## config.mk

```make
export PLATFORM = sky130hd
export DESIGN_NAME = display_timing_gen
export DESIGN_NICKNAME = d
export VERILOG_FILES = /design/src/rtl/display_timing_gen.sv
export SDC_FILE = /design/constraint.sdc
export NUM_CORES = 1
export LEC_CHECK = 0
export ABC_AREA = 1
export BUFFER_PORTS_ARGS = -buffer_cell sky130_fd_sc_hd__buf_4
export CORE_UTILIZATION = 56
export CTS_CLUSTER_DIAMETER = 60
export DETAILED_ROUTE_END_ITERATION = 12
export GPL_ROUTABILITY_DRIVEN = 0
export HOLD_SLACK_MARGIN = 0.02
export PLACE_DENSITY = 0.78
export SYNTH_ARGS = -nofsm -noshare
export SYNTH_HDL_FRONTEND = slang
export SYNTH_SLANG_ARGS = --single-unit
```

## constraint.sdc

```tcl
create_clock -name in_main_clock -period 1.5 [get_ports in_main_clock]
set_input_delay 0.225 -clock in_main_clock [delete_from_list [all_inputs] [get_ports in_main_clock]]
set_output_delay 0.225 -clock in_main_clock [all_outputs]
set_load 0.005 [all_outputs]
```

## src/rtl/display_timing_gen.sv

```systemverilog
// Raster timing generator for parallel-RGB LCD panels: pixel-clock divider, h/v counters, registered syncs, DE and coordinates.
// Optional fetch-ahead coordinates are enabled by defining DISPLAY_TIMING_PREFETCH_EN.
module display_timing_gen #(
    parameter int CLK_DIV  = 4,
    parameter int H_ACTIVE = 320,
    parameter int H_FP     = 8,
    parameter int H_SYNC   = 64,
    parameter int H_BP     = 8,
    parameter int V_ACTIVE = 256,
    parameter int V_FP     = 2,
    parameter int V_SYNC   = 4,
    parameter int V_BP     = 2,
    parameter bit HS_POL   = 1'b0,
    parameter bit VS_POL   = 1'b0,
    parameter int COORD_W  = 10,
    parameter int PREFETCH = 2
) (
    input  logic               in_main_clock,
    input  logic               in_reset,
    output logic               out_display_clock,
    output logic               out_display_hs,
    output logic               out_display_vs,
    output logic               out_display_de,
    output logic [COORD_W-1:0] out_coord_x,
    output logic [COORD_W-1:0] out_coord_y,
    output logic               out_line_start,
    output logic               out_frame_start
`ifdef DISPLAY_TIMING_PREFETCH_EN
    ,
    output logic [COORD_W-1:0] out_fetch_x,
    output logic [COORD_W-1:0] out_fetch_y,
    output logic               out_fetch_valid
`endif
);

    localparam int H_TOTAL = H_ACTIVE + H_FP + H_SYNC + H_BP;
    localparam int V_TOTAL = V_ACTIVE + V_FP + V_SYNC + V_BP;
    localparam int DIV_W   = $clog2(CLK_DIV);

    localparam logic [DIV_W-1:0]   DIV_LAST = DIV_W'(CLK_DIV - 1);
    localparam logic [DIV_W-1:0]   DIV_HALF = DIV_W'(CLK_DIV / 2);
    localparam logic [COORD_W-1:0] H_LAST   = COORD_W'(H_TOTAL - 1);
    localparam logic [COORD_W-1:0] V_LAST   = COORD_W'(V_TOTAL - 1);
    localparam logic [COORD_W-1:0] H_ACT_C  = COORD_W'(H_ACTIVE);
    localparam logic [COORD_W-1:0] V_ACT_C  = COORD_W'(V_ACTIVE);
    localparam logic [COORD_W-1:0] HS_START = COORD_W'(H_ACTIVE + H_FP);
    localparam logic [COORD_W-1:0] HS_END   = COORD_W'(H_ACTIVE + H_FP + H_SYNC);
    localparam logic [COORD_W-1:0] VS_START = COORD_W'(V_ACTIVE + V_FP);
    localparam logic [COORD_W-1:0] VS_END   = COORD_W'(V_ACTIVE + V_FP + V_SYNC);

    if (CLK_DIV < 2 || (CLK_DIV % 2) != 0) begin : g_bad_div
        $error("display_timing_gen: CLK_DIV must be even and >= 2");
    end
    if (H_ACTIVE < 1 || H_FP < 1 || H_SYNC < 1 || H_BP < 1 ||
        V_ACTIVE < 1 || V_FP < 1 || V_SYNC < 1 || V_BP < 1) begin : g_bad_region
        $error("display_timing_gen: every active/porch/sync width must be >= 1");
    end
    if ((H_TOTAL - 1) >= (1 << COORD_W) || (V_TOTAL - 1) >= (1 << COORD_W)) begin : g_bad_coord
        $error("display_timing_gen: COORD_W too narrow for the raster totals");
    end

    logic [DIV_W-1:0]   div_cnt;
    logic [COORD_W-1:0] h_cnt;
    logic [COORD_W-1:0] v_cnt;
    logic               tick;

    assign tick = (div_cnt == DIV_LAST);

    // Raster position: h and v only move on the last main clock of each pixel.
    always_ff @(posedge in_main_clock) begin
        if (in_reset) begin
            div_cnt <= '0;
            h_cnt   <= '0;
            v_cnt   <= '0;
        end else begin
            div_cnt <= tick ? '0 : div_cnt + 1'b1;
            if (tick) begin
                if (h_cnt == H_LAST) begin
                    h_cnt <= '0;
                    v_cnt <= (v_cnt == V_LAST) ? '0 : v_cnt + 1'b1;
                end else begin
                    h_cnt <= h_cnt + 1'b1;
                end
            end
        end
    end

    logic h_active, v_active, de_now, line_first;
    assign h_active   = (h_cnt < H_ACT_C);
    assign v_active   = (v_cnt < V_ACT_C);
    assign de_now     = h_active && v_active;
    assign line_first = (h_cnt == '0) && (div_cnt == '0);

    // Outputs describe the counter state registered on the previous clock.
    always_ff @(posedge in_main_clock) begin
        if (in_reset) begin
            out_display_clock <= 1'b0;
            out_display_hs    <= ~HS_POL;
            out_display_vs    <= ~VS_POL;
            out_display_de    <= 1'b0;
            out_coord_x       <= '0;
            out_coord_y       <= '0;
            out_line_start    <= 1'b0;
            out_frame_start   <= 1'b0;
        end else begin
            out_display_clock <= (div_cnt >= DIV_HALF);
            out_display_hs    <= (h_cnt >= HS_START && h_cnt < HS_END) ? HS_POL : ~HS_POL;
            out_display_vs    <= (v_cnt >= VS_START && v_cnt < VS_END) ? VS_POL : ~VS_POL;
            out_display_de    <= de_now;
            out_coord_x       <= de_now ? h_cnt : '0;
            out_coord_y       <= de_now ? v_cnt : '0;
            out_line_start    <= line_first;
            out_frame_start   <= line_first && (v_cnt == '0);
        end
    end

`ifdef DISPLAY_TIMING_PREFETCH_EN
    if (PREFETCH < 1 || PREFETCH > H_FP + H_SYNC + H_BP - 1) begin : g_bad_prefetch
        $error("display_timing_gen: PREFETCH out of range");
    end

    logic [COORD_W-1:0] fh_cnt;
    logic [COORD_W-1:0] fv_cnt;
    logic               f_active;

    // Shadow raster starting PREFETCH pixels ahead so the lead is exact from the first pixel.
    always_ff @(posedge in_main_clock) begin
        if (in_reset) begin
            fh_cnt <= COORD_W'(PREFETCH);
            fv_cnt <= '0;
        end else if (tick) begin
            if (fh_cnt == H_LAST) begin
                fh_cnt <= '0;
                fv_cnt <= (fv_cnt == V_LAST) ? '0 : fv_cnt + 1'b1;
            end else begin
                fh_cnt <= fh_cnt + 1'b1;
            end
        end
    end

    assign f_active = (fh_cnt < H_ACT_C) && (fv_cnt < V_ACT_C);

    always_ff @(posedge in_main_clock) begin
        if (in_reset) begin
            out_fetch_x     <= '0;
            out_fetch_y     <= '0;
            out_fetch_valid <= 1'b0;
        end else begin
            out_fetch_x     <= f_active ? fh_cnt : '0;
            out_fetch_y     <= f_active ? fv_cnt : '0;
            out_fetch_valid <= f_active;
        end
    end
`endif

endmodule

```

# --- Word level (Yosys, flattened, before mapping) ---
# Cells that the tools add are included.
totals:
  latchBits: 0
  mem_bits_rw: 0
  n_memories: 0
  rom_bits: 0
  out_inout_bits: 26
  register_bits: 48
  wordCells: 40
op_classes:
  multipliers: 0
  bitwise: 1
  div: 0
  reduce_logical: 11
  n_lt_le_gt_ge: 7
  muxes: 4
  n_shift: 0
  add_sub_neg: 3
  eq_ne: 3
ops:
  columns: ["operator", "count"]
  rows:
  - ["$lt A10 B9 Y1 const B", 4]
  - ["$add A10 B1 Y10 const B", 2]
  - ["$eq A10 B9 Y1 const B", 2]
  - ["$ge A10 B9 Y1 const B", 2]
  - ["$logic_not A10 Y1", 2]
  - ["$mux W10", 2]
  - ["$logic_and A1 B1 Y1", 5]
  - ["$reduce_or A2 Y1", 2]
  - ["$add A2 B1 Y2 const B", 1]
  - ["$eq A2 B2 Y1 const B", 1]
  - ["$ge A2 B2 Y1 const B", 1]
  - ["$logic_not A2 Y1", 1]
  - ["$mux W1", 2]
  - ["$reduce_and A2 Y1", 1]
  - ["$not A1 Y1", 1]

# --- Depth between registers and ports, before layout ---
# Gate-level depths: netlist (run 1).
depth:
  depth_word: 4
  depth_mapped: 9
  mapped_depth_nobuf: 9

# --- Worst setup path before layout (run 1) ---
# No wires, ideal clock.
synth_timing:
  path_type: "register to register"
  from: "register div_cnt[1]"
  to: "register h_cnt[9]"
  required_time_ps: 1381
  period_less_slack_ps: 1379
  t_arrival_ps: 1261
  stages_incl_launch_ff: 8
  path_buffers: 0
  path_slack_ps: 121
  setup_ps: 119
  path_cell_list: "dfxtp_1 ha_1 nand3_2 nor2_4 nand3_2 nand2_4 o21bai_1 nor2_1"
synth_via:
  elab_chain_cells: 1
synth_rtl:
  columns: ["item", "line", "source"]
  rows:
  - ["from (decl)", "62", "logic [DIV_W-1:0] div_cnt;"]
  - ["from (signal assigned)", "76", "div_cnt <= tick ? '0 : div_cnt + 1'b1;"]
  - ["$eq A2 B2 Y1", "67", "assign tick = (div_cnt == DIV_LAST);"]
  - ["to (signal assigned)", "82", "h_cnt <= h_cnt + 1'b1;"]
  - ["to (decl)", "63", "logic [COORD_W-1:0] h_cnt;"]
# Every way passes these cells.
# A chain may end at the register's enable or synchronous reset.

# --- Worst setup path after layout (run 1) ---
layout_timing:
  from: "register h_cnt[0]"
  to: "register v_cnt[6]"
layout_via:
  elab_chain_cells: 2
layout_rtl:
  columns: ["item", "line", "source"]
  rows:
  - ["$eq A10 B9 Y1", "78", "if (h_cnt == H_LAST) begin"]
  - ["$reduce_and A2 Y1 (no source line)", null, null]
  - ["to (signal assigned)", "80", "v_cnt <= (v_cnt == V_LAST) ? '0 : v_cnt + 1'b1;"]
  - ["to (decl)", "64", "logic [COORD_W-1:0] v_cnt;"]
# Every way passes these cells.

==> PnR_summary.wiki, run 1 <==
{| class="wikitable"
! Metric !! Value
|-
| Worst clock skew || approximately 0.013 ns
|-
| Maximum clock insertion buffer count || 2
|-
| Clock slew at reported path FFs || approximately 0.12 ns
|-
| Total number of nets in the final design || 292
|-
| Syn Inst Count || 244
|-
| Final sum of negative setup slack || 0 ns
|-
| Drt total wl || 3.646 mm
|-
| Final setup violating endpoints || 0
|-
| Power per cell area || about 870 nW/um^2
|-
| Die Span Y || roughly 61 um
|-
| Sw Share || between 20 and 25%
|-
| Yosys warns || 0
|-
| Max-slew violation count || 0
|-
| Number of distinct library cells after synthesis || 29
|-
| Endpoint kind of the worst setup timing path || flop
|-
| Starting Density || between 50% and 60%
|-
| Cell Rows || 21
|-
| Number of register bits inferred by synthesis || between 40 and 50
|-
| Cell at the root of the clock tree || clkbuf_4
|-
| Total global routing track utilization || 21.42%
|-
| Router iterations before antenna repair || 4
|-
| Pin count of the biggest net entering global routing || 19
|-
| Layout filler cell count || slightly below 300
|-
| Sequential power share || between 60% and 70%
|-
| RSZ-0062 raised after global routing || no
|-
| Post-DR wirelength/cell || 11.08 um
|-
| Smallest hold slack || between 0.1 and 0.15 ns
|-
| Clock network latency to the later pin of the worst-skew pair || 0.36 ns
|-
| Combined area of the multi-input logic cells || 943.4 um^2
|-
| Count of antenna-violating nets left after detailed routing || 0
|-
| Crit-path cells || ha_2 > nand3_2 > nor2_4 > inv_2 > nor2_8 > nand3_1 > nand2_1 > nor2_2
|-
| Via count of the first global-routing pass || roughly 1300
|-
| Max stage delay on crit path || 0.35 ns
|-
| Data required time of the worst path || 1.75 ns
|-
| DRC violation count after routing || 0
|-
| Clk sink count || 48
|-
| Share of post-route cells with drive strength above 1 || approximately a quarter
|-
| Number of buffers created by CTS || 5
|-
| Signal arrival time at the worst endpoint || around 1.6 ns
|-
| Hpwl dp || between 2 and 3 mm
|-
| Die area || between 3000 and 4000 um^2
|-
| Share of total power in the clock network || between 30% and 40%
|-
| Standard cell core area || roughly 3400 um^2
|-
| Worst voltage drop across the vdd grid || roughly 0.8 mV
|-
| Post-placement worst setup slack || 0.06431 ns
|-
| Final worst slack || between 0.1 and 0.15 ns
|-
| Number of antenna violations at the first check in global routing || 0
|-
| Number of buffers inserted by port buffering || 27
|-
| Post-Synthesis Cell Area || between 1500 and 2000 um^2
|-
| Critical-path top delay cell || dfxtp_2
|-
| Vias per cell || 4.930
|-
| Comb power frac || 5.6%
|-
| Final antenna diode count || 0
|-
| CTS tree || yes
|-
| Peak fanout along the critical path || 5
|-
| Period minus WS final || 1.385 ns
|-
| Total leakage power || about 1 nW
|-
| Hold Crit Class || primary input to flop
|-
| Internal || 1.621 mW
|-
| Horizontal die dimension || 61.49 um
|-
| Via Count || approximately 1600
|-
| H-tree levels || 2
|-
| Portion of the post-synthesis area used by sequential elements || between 40% and 50%
|-
| Global-route congestion overflow total || 0
|-
| Global-route wire length before repair || between 5 and 6 mm
|-
| Register Area || about 970 um^2
|-
| Crit Path Category || flop to flop
|-
| Number of hold violations in the final report || 0
|-
| Share of the clock period used by the worst path after layout || between 90% and 100%
|-
| Boundary pin count || 28
|-
| Total Power Consumption || 2.071 mW
|-
| Mapped Avg Cell Area || approximately 8.1 um^2
|-
| Power spent charging and discharging nets || between 0.4 and 0.5 mW
|-
| Setup crit start kind || flop
|-
| Number of violations reported at the end of detailed-routing iteration 0 || 59
|-
| Status || finished, final reports clean
|-
| Max-capacitance violation count || 0
|-
| Fmax achieved || 721.8 MHz
|-
| Layout overhead on the synthesized area || 20.01%
|}
-- power by group through the flow --
stage	clock network (mW)	logic [mW]	registers, mW
floorplan	0	0.0608	1.34
global placement	0	0.108	1.34
detailed placement	0	0.110	1.34
CTS	0.654	0.110	1.31
global route	0.719	0.132	1.32
finish	0.637	0.116	1.32
-- cell families (layout without fill, tap and decap cells) --
family | Yosys count | after routing | synth area share [%]
flops | 48 | 48 | 48.48
simple gates | 133 | 133 | 33.14
xor+xnor | 5 | 5 | 2.209
other cells | 1 | 3 | 0.1892
buf+inv | 30 | 67 | 5.744
fa+ha+maj | 7 | 7 | 4.419
compound gates | 20 | 20 | 5.809
-- worst max-delay path: cells and delay by family, from the launching register on --
kind	cells	cell delay, ns
simple gates	6	0.64
flops	1	0.35
buf+inv	1	0.09
fa+ha+maj	1	0.20
-- timing repair --
| item | in CTS | in global routing |
|---|---|---|
| endpoints found under the setup margin | 0 | 10 |
| buffers inserted | 0 | 3 |
| hold buffers | 0 | 0 |
| resized for setup | 0 | 11 |
-- per-stage QoR --
| stage | cell area (um^2) | util, % | instances |
|---|---|---|---|
| 5_1_grt | 2379 | 70.72 | 329 |
| 4_1_cts | 2321 | 69.01 | 326 |
| 3_5_place_dp | 2256 | 67.08 | 319 |
| 3_3_place_gp | 2256 | 67.08 | 319 |
| 6_report | 2379 | 70.72 | 329 |
| 2_1_floorplan | 1989 | - | 246 |
-- cell usage in the layout (no fill, tap or decap), types with 2 or more instances in the layout --
| cell type | n |
|---|---|
| nor2_4 | 4 |
| nor2_1 | 44 |
| buf_4 | 32 |
| a21oi_2 | 2 |
| nand2_1 | 40 |
| nor2_2 | 3 |
| clkbuf_4 | 5 |
| nor3b_1 | 2 |
| xor2_1 | 5 |
| o21ai_0 | 4 |
| nand3_2 | 3 |
| nand4_1 | 10 |
| conb_1 | 3 |
| nand3_1 | 14 |
| nor3_1 | 6 |
| dfxtp_1 | 43 |
| clkbuf_8 | 2 |
| ha_1 | 5 |
| nand2_2 | 3 |
| inv_2 | 6 |
| inv_1 | 22 |
| a21oi_1 | 9 |
| dfxtp_2 | 5 |
-- layer usage --
layer	vias to the layer above	part of all wire (%)	global-route usage, %
li1	858	-	-
met1	720	50	29.10
met2	39	43	32.10
met3	5	5.4	6.303
met4	0	1.6	7.937
met5	-	0	0
-- registers in the layout (all words and copies together), names as in the netlist --
name               flops
out_line_start         1
v_cnt                 10
out_coord_y           10
out_display_de         1
h_cnt                 10
out_frame_start        1
out_display_vs         1
div_cnt                2
out_display_clock      1
out_display_hs         1
out_coord_x           10
-- Yosys cell counts (all sizes together) --
cell	instances	area share, %
nor2	52	12
dfxtp	48	48
nand2	44	9.1
inv	28	5.3
nand3	18	5.6
a21oi	11	3.0
nand4	10	3.2
ha	7	4.4
nor3	6	1.5
o21ai	6	1.7
xor2	5	2.2
nor3b	3	1.4
a31oi	1	0.32
buf	1	0.25
clkbuf	1	0.19
conb	1	0.19
o2111ai	1	0.44
o21bai	1	0.38
-- final timing paths --
check	from	endpoint	slack, ns	depth (start not counted)
hold reg to reg	div_cnt[0]$_SDFF_PP0_	div_cnt[0]$_SDFF_PP0_	0.48	1
setup reg to reg	h_cnt[0]$_SDFFE_PP0P_	v_cnt[6]$_SDFFE_PP0P_	0.11	8
hold / removal	in_reset	v_cnt[3]$_SDFFE_PP0P_	0.14	2
setup / recovery	h_cnt[0]$_SDFFE_PP0P_	v_cnt[6]$_SDFFE_PP0P_	0.11	8
-- cell type report --
type,instances,area share (%)
clock buffers,7,2.735
inverters,28,4.419
multi-input cells,168,39.66
flip-flops and latches,48,40.66
well taps,46,2.420
repair buffers,32,10.10
Note: power is estimated with default switching activity, not from simulation.
==> run 2, diff against run 1 <==
CELL_PAD_IN_SITES_DETAIL_PLACEMENT = 0   (was default)
CELL_PAD_IN_SITES_GLOBAL_PLACEMENT = 1   (was default)
CORE_UTILIZATION = 41   (was 56)
PLACE_DENSITY = default   (was 0.78)
PLACE_DENSITY_LB_ADDON = 0.1   (was default)
==> run 2 against run 1 <==
Net effect:
- sequential power hardly changed
- die area is 35% higher
- clock-buffer cell count is 1 higher
- largest power group unchanged
==> PnR_summary.wiki, run 2 (synthesis results as in run 1) <==
{| class="wikitable"
! Metric !! Value
|-
| Status || finished, final reports clean
|-
| Final setup violating endpoints || 0 (unchanged)
|-
| Clock network latency to the later pin of the worst-skew pair || 0.29 ns (-0.07 ns)
|-
| Hpwl dp || 2.925 mm (+9.3%)
|-
| Cell Rows || 24 (+14%)
|-
| Via Count || 1636 (+0.86%)
|-
| Crit Path Category || flop to flop
|-
| Global-route congestion overflow total || 0 (unchanged)
|-
| Total leakage power || 1.006 nW (+0.24%)
|-
| Die area || 5116 um^2 (+35%)
|-
| DRC violation count after routing || 0 (unchanged)
|-
| Leading cell types in the layout, fill and taps excluded || 44 x dfxtp_1, 42 x nor2_1, 40 x nand2_1, 31 x buf_4, 22 x inv_1
|-
| Standard cell core area || 4504 um^2 (+34%)
|-
| Signal arrival time at the worst endpoint || 1.59 ns (-0.05 ns)
|-
| Worst voltage drop across the vdd grid || 0.5025 mV (-36%)
|-
| Router iterations before antenna repair || 4 (unchanged)
|-
| CTS tree || yes
|-
| Number of antenna violations at the first check in global routing || 0 (unchanged)
|-
| Cell area reported after detailed placement || 2278 um^2 (+1.0%)
|-
| Post-CTS Setup Repair Bufs || 0 (unchanged)
|-
| Critical-path top delay cell || dfxtp_1
|-
| Most frequent standard cell in the layout excluding fill and tap cells || dfxtp_1
|-
| Global-route wire length before repair || 6.748 mm (+13%)
|-
| H-tree levels || 2 (unchanged)
|-
| Number of buffers created by CTS || 5 (unchanged)
|-
| Max stage delay on crit path || 0.35 ns (about the same)
|-
| Routed length on met3 || 165 um (-16%)
|-
| Max-capacitance violation count || 0 (unchanged)
|-
| Post-DR wirelength/cell || 11.64 um (+5.1%)
|-
| Top Metal Used || met4
|-
| Cell Count, Final, Fillers Out || 335 (+1.8%)
|-
| Period minus WS final || 1.408 ns (+0.02213 ns)
|-
| Total global routing track utilization || 16.98% (-4.4 points)
|-
| Post-placement worst setup slack || 0.05586 ns (-0.008455 ns)
|-
| Clock slew at reported path FFs || 0.08 ns (-0.04 ns)
|-
| Hold Crit Class || primary input to flop
|-
| Fmax achieved || 710.5 MHz (-1.6%)
|-
| Boundary pin count || 28 (unchanged)
|-
| Vias per cell || 4.884 (-0.94%)
|-
| Cell area after layout || 2397 um^2 (+0.79%)
|-
| Cell at the root of the clock tree || clkbuf_8
|-
| Number of buffers inserted by port buffering || 27 (unchanged)
|-
| Layout overhead on the synthesized area || 20.96%
|-
| Pin count of the biggest net entering global routing || 19 (unchanged)
|-
| Share of the clock period used by the worst path after layout || 93.83% (+1.5 points)
|-
| Cell Count Post-Placement || 327 (+2.5%)
|-
| Crit-path cells || ha_2 > nand3_2 > nor2_4 > inv_2 > nor2_8 > nand4_1 > nand2_1 > nor2_1
|-
| Count of antenna-violating nets left after detailed routing || 0 (unchanged)
|-
| Clk sink count || 48 (unchanged)
|-
| Setup crit start kind || flop
|-
| Max-slew violation count || 0 (unchanged)
|-
| Horizontal die dimension || 71.53 um (+16%)
|-
| Total number of nets in the final design || 291 (-0.34%)
|-
| Starting Density || 44.00% (-15 points)
|-
| Met1 layer wirelength in the final routing || 2.082 mm (+15%)
|-
| Die Span Y || 71.53 um (+16%)
|-
| Share of post-route cells with drive strength above 1 || 25.09% (-0.35 points)
|-
| Number of violations reported at the end of detailed-routing iteration 0 || 80 (+36%)
|-
| Final antenna diode count || 0 (unchanged)
|-
| Peak fanout along the critical path || 5 (unchanged)
|-
| Number of hold violations in the final report || 0 (unchanged)
|-
| Via count of the first global-routing pass || 1468 (+9.1%)
|-
| Met2 Routed Length || 1.599 mm (+1.4%)
|-
| Data required time of the worst path || 1.68 ns (-0.07 ns)
|-
| Maximum clock insertion buffer count || 2 (unchanged)
|-
| Final sum of negative setup slack || 0 ns (unchanged)
|-
| Power per cell area || 913.0 nW/um^2 (+4.8%)
|-
| Drt total wl || 3.900 mm (+7.0%)
|-
| Endpoint kind of the worst setup timing path || flop
|-
| Worst clock skew || 0.002940 ns (-0.01039 ns)
|-
| Final worst slack || 0.09248 ns (-0.02213 ns)
|}
==> run 2: cell count changes in the layout (fill, tap and decap cells not counted) <==
cell,previous run,this run
buf_4,32,31
nor2_2,3,5
nor2_1,44,42
clkbuf_1,0,2
dfxtp_1,43,44
ha_4,1,0
clkbuf_4,5,0
dfxtp_2,5,4
clkbuf_8,2,6
ha_2,1,2
==> run 2: metal layers <==
layer | global-route usage [%] | vias to the layer above
li1 | - | 862
met1 | 24.12 | 726
met2 | 25.19 | 43
met3 | 4.219 | 5
met4 | 5.882 | 0
met5 | 0 | -
==> run 2: path summary, 6_finish.rpt <==
check | start | endpoint | slack, ns | cells past startpoint
min reg2reg | div_cnt[0]$_SDFF_PP0_ | div_cnt[0]$_SDFF_PP0_ | 0.42 | 1
max | h_cnt[1]$_SDFFE_PP0P_ | v_cnt[5]$_SDFFE_PP0P_ | 0.09 | 8
max reg2reg | h_cnt[1]$_SDFFE_PP0P_ | v_cnt[5]$_SDFFE_PP0P_ | 0.09 | 8
min | in_reset | v_cnt[2]$_SDFFE_PP0P_ | 0.21 | 2
==> run 2: power by group <==
group	total (mW)	internal, mW	leakage (nW)	switching [mW]
registers	1.31	1.30	0.391	0.0122
clock network	0.763	0.376	0.0455	0.387
logic	0.112	0.0477	0.570	0.0644
==> run 2: critical path, delay by kind of cell, from the launching register on <==
family	cells	cell delay, ns
fa+ha+maj	1	0.21
buf+inv	1	0.09
flops	1	0.35
simple gates	6	0.65
==> run 2: stage by stage <==
step / util, % / total power, mW / hold slack (ns)
after floorplan: - / 1.404 / 0.2874
after global placement: 50.58 / 1.453 / 0.4335
after detailed placement: 50.58 / 1.453 / 0.4390
after CTS: 52.58 / 2.216 / 0.2009
after global routing: 53.22 / 2.280 / 0.2160
final: 53.22 / 2.189 / 0.2143
==> run 2: final cells by class <==
| type | count | area, um^2 |
|---|---|---|
| Fill cell | 453 | 2107 |
| Sequential cell | 48 | 965.9 |
| Multi-Input combinational cell | 168 | 938.4 |
| Timing Repair Buffer | 31 | 232.7 |
| Inverter | 28 | 105.1 |
| Clock buffer | 8 | 90.09 |
| Tap cell | 52 | 65.06 |
==> run 2: what timing repair did <==
action                                  4_1_cts  5_1_grt
endpoints found under the setup margin        0        8
resized for setup                             0       11
hold buffers                                  0        0
hold endpoints to repair                      0        0
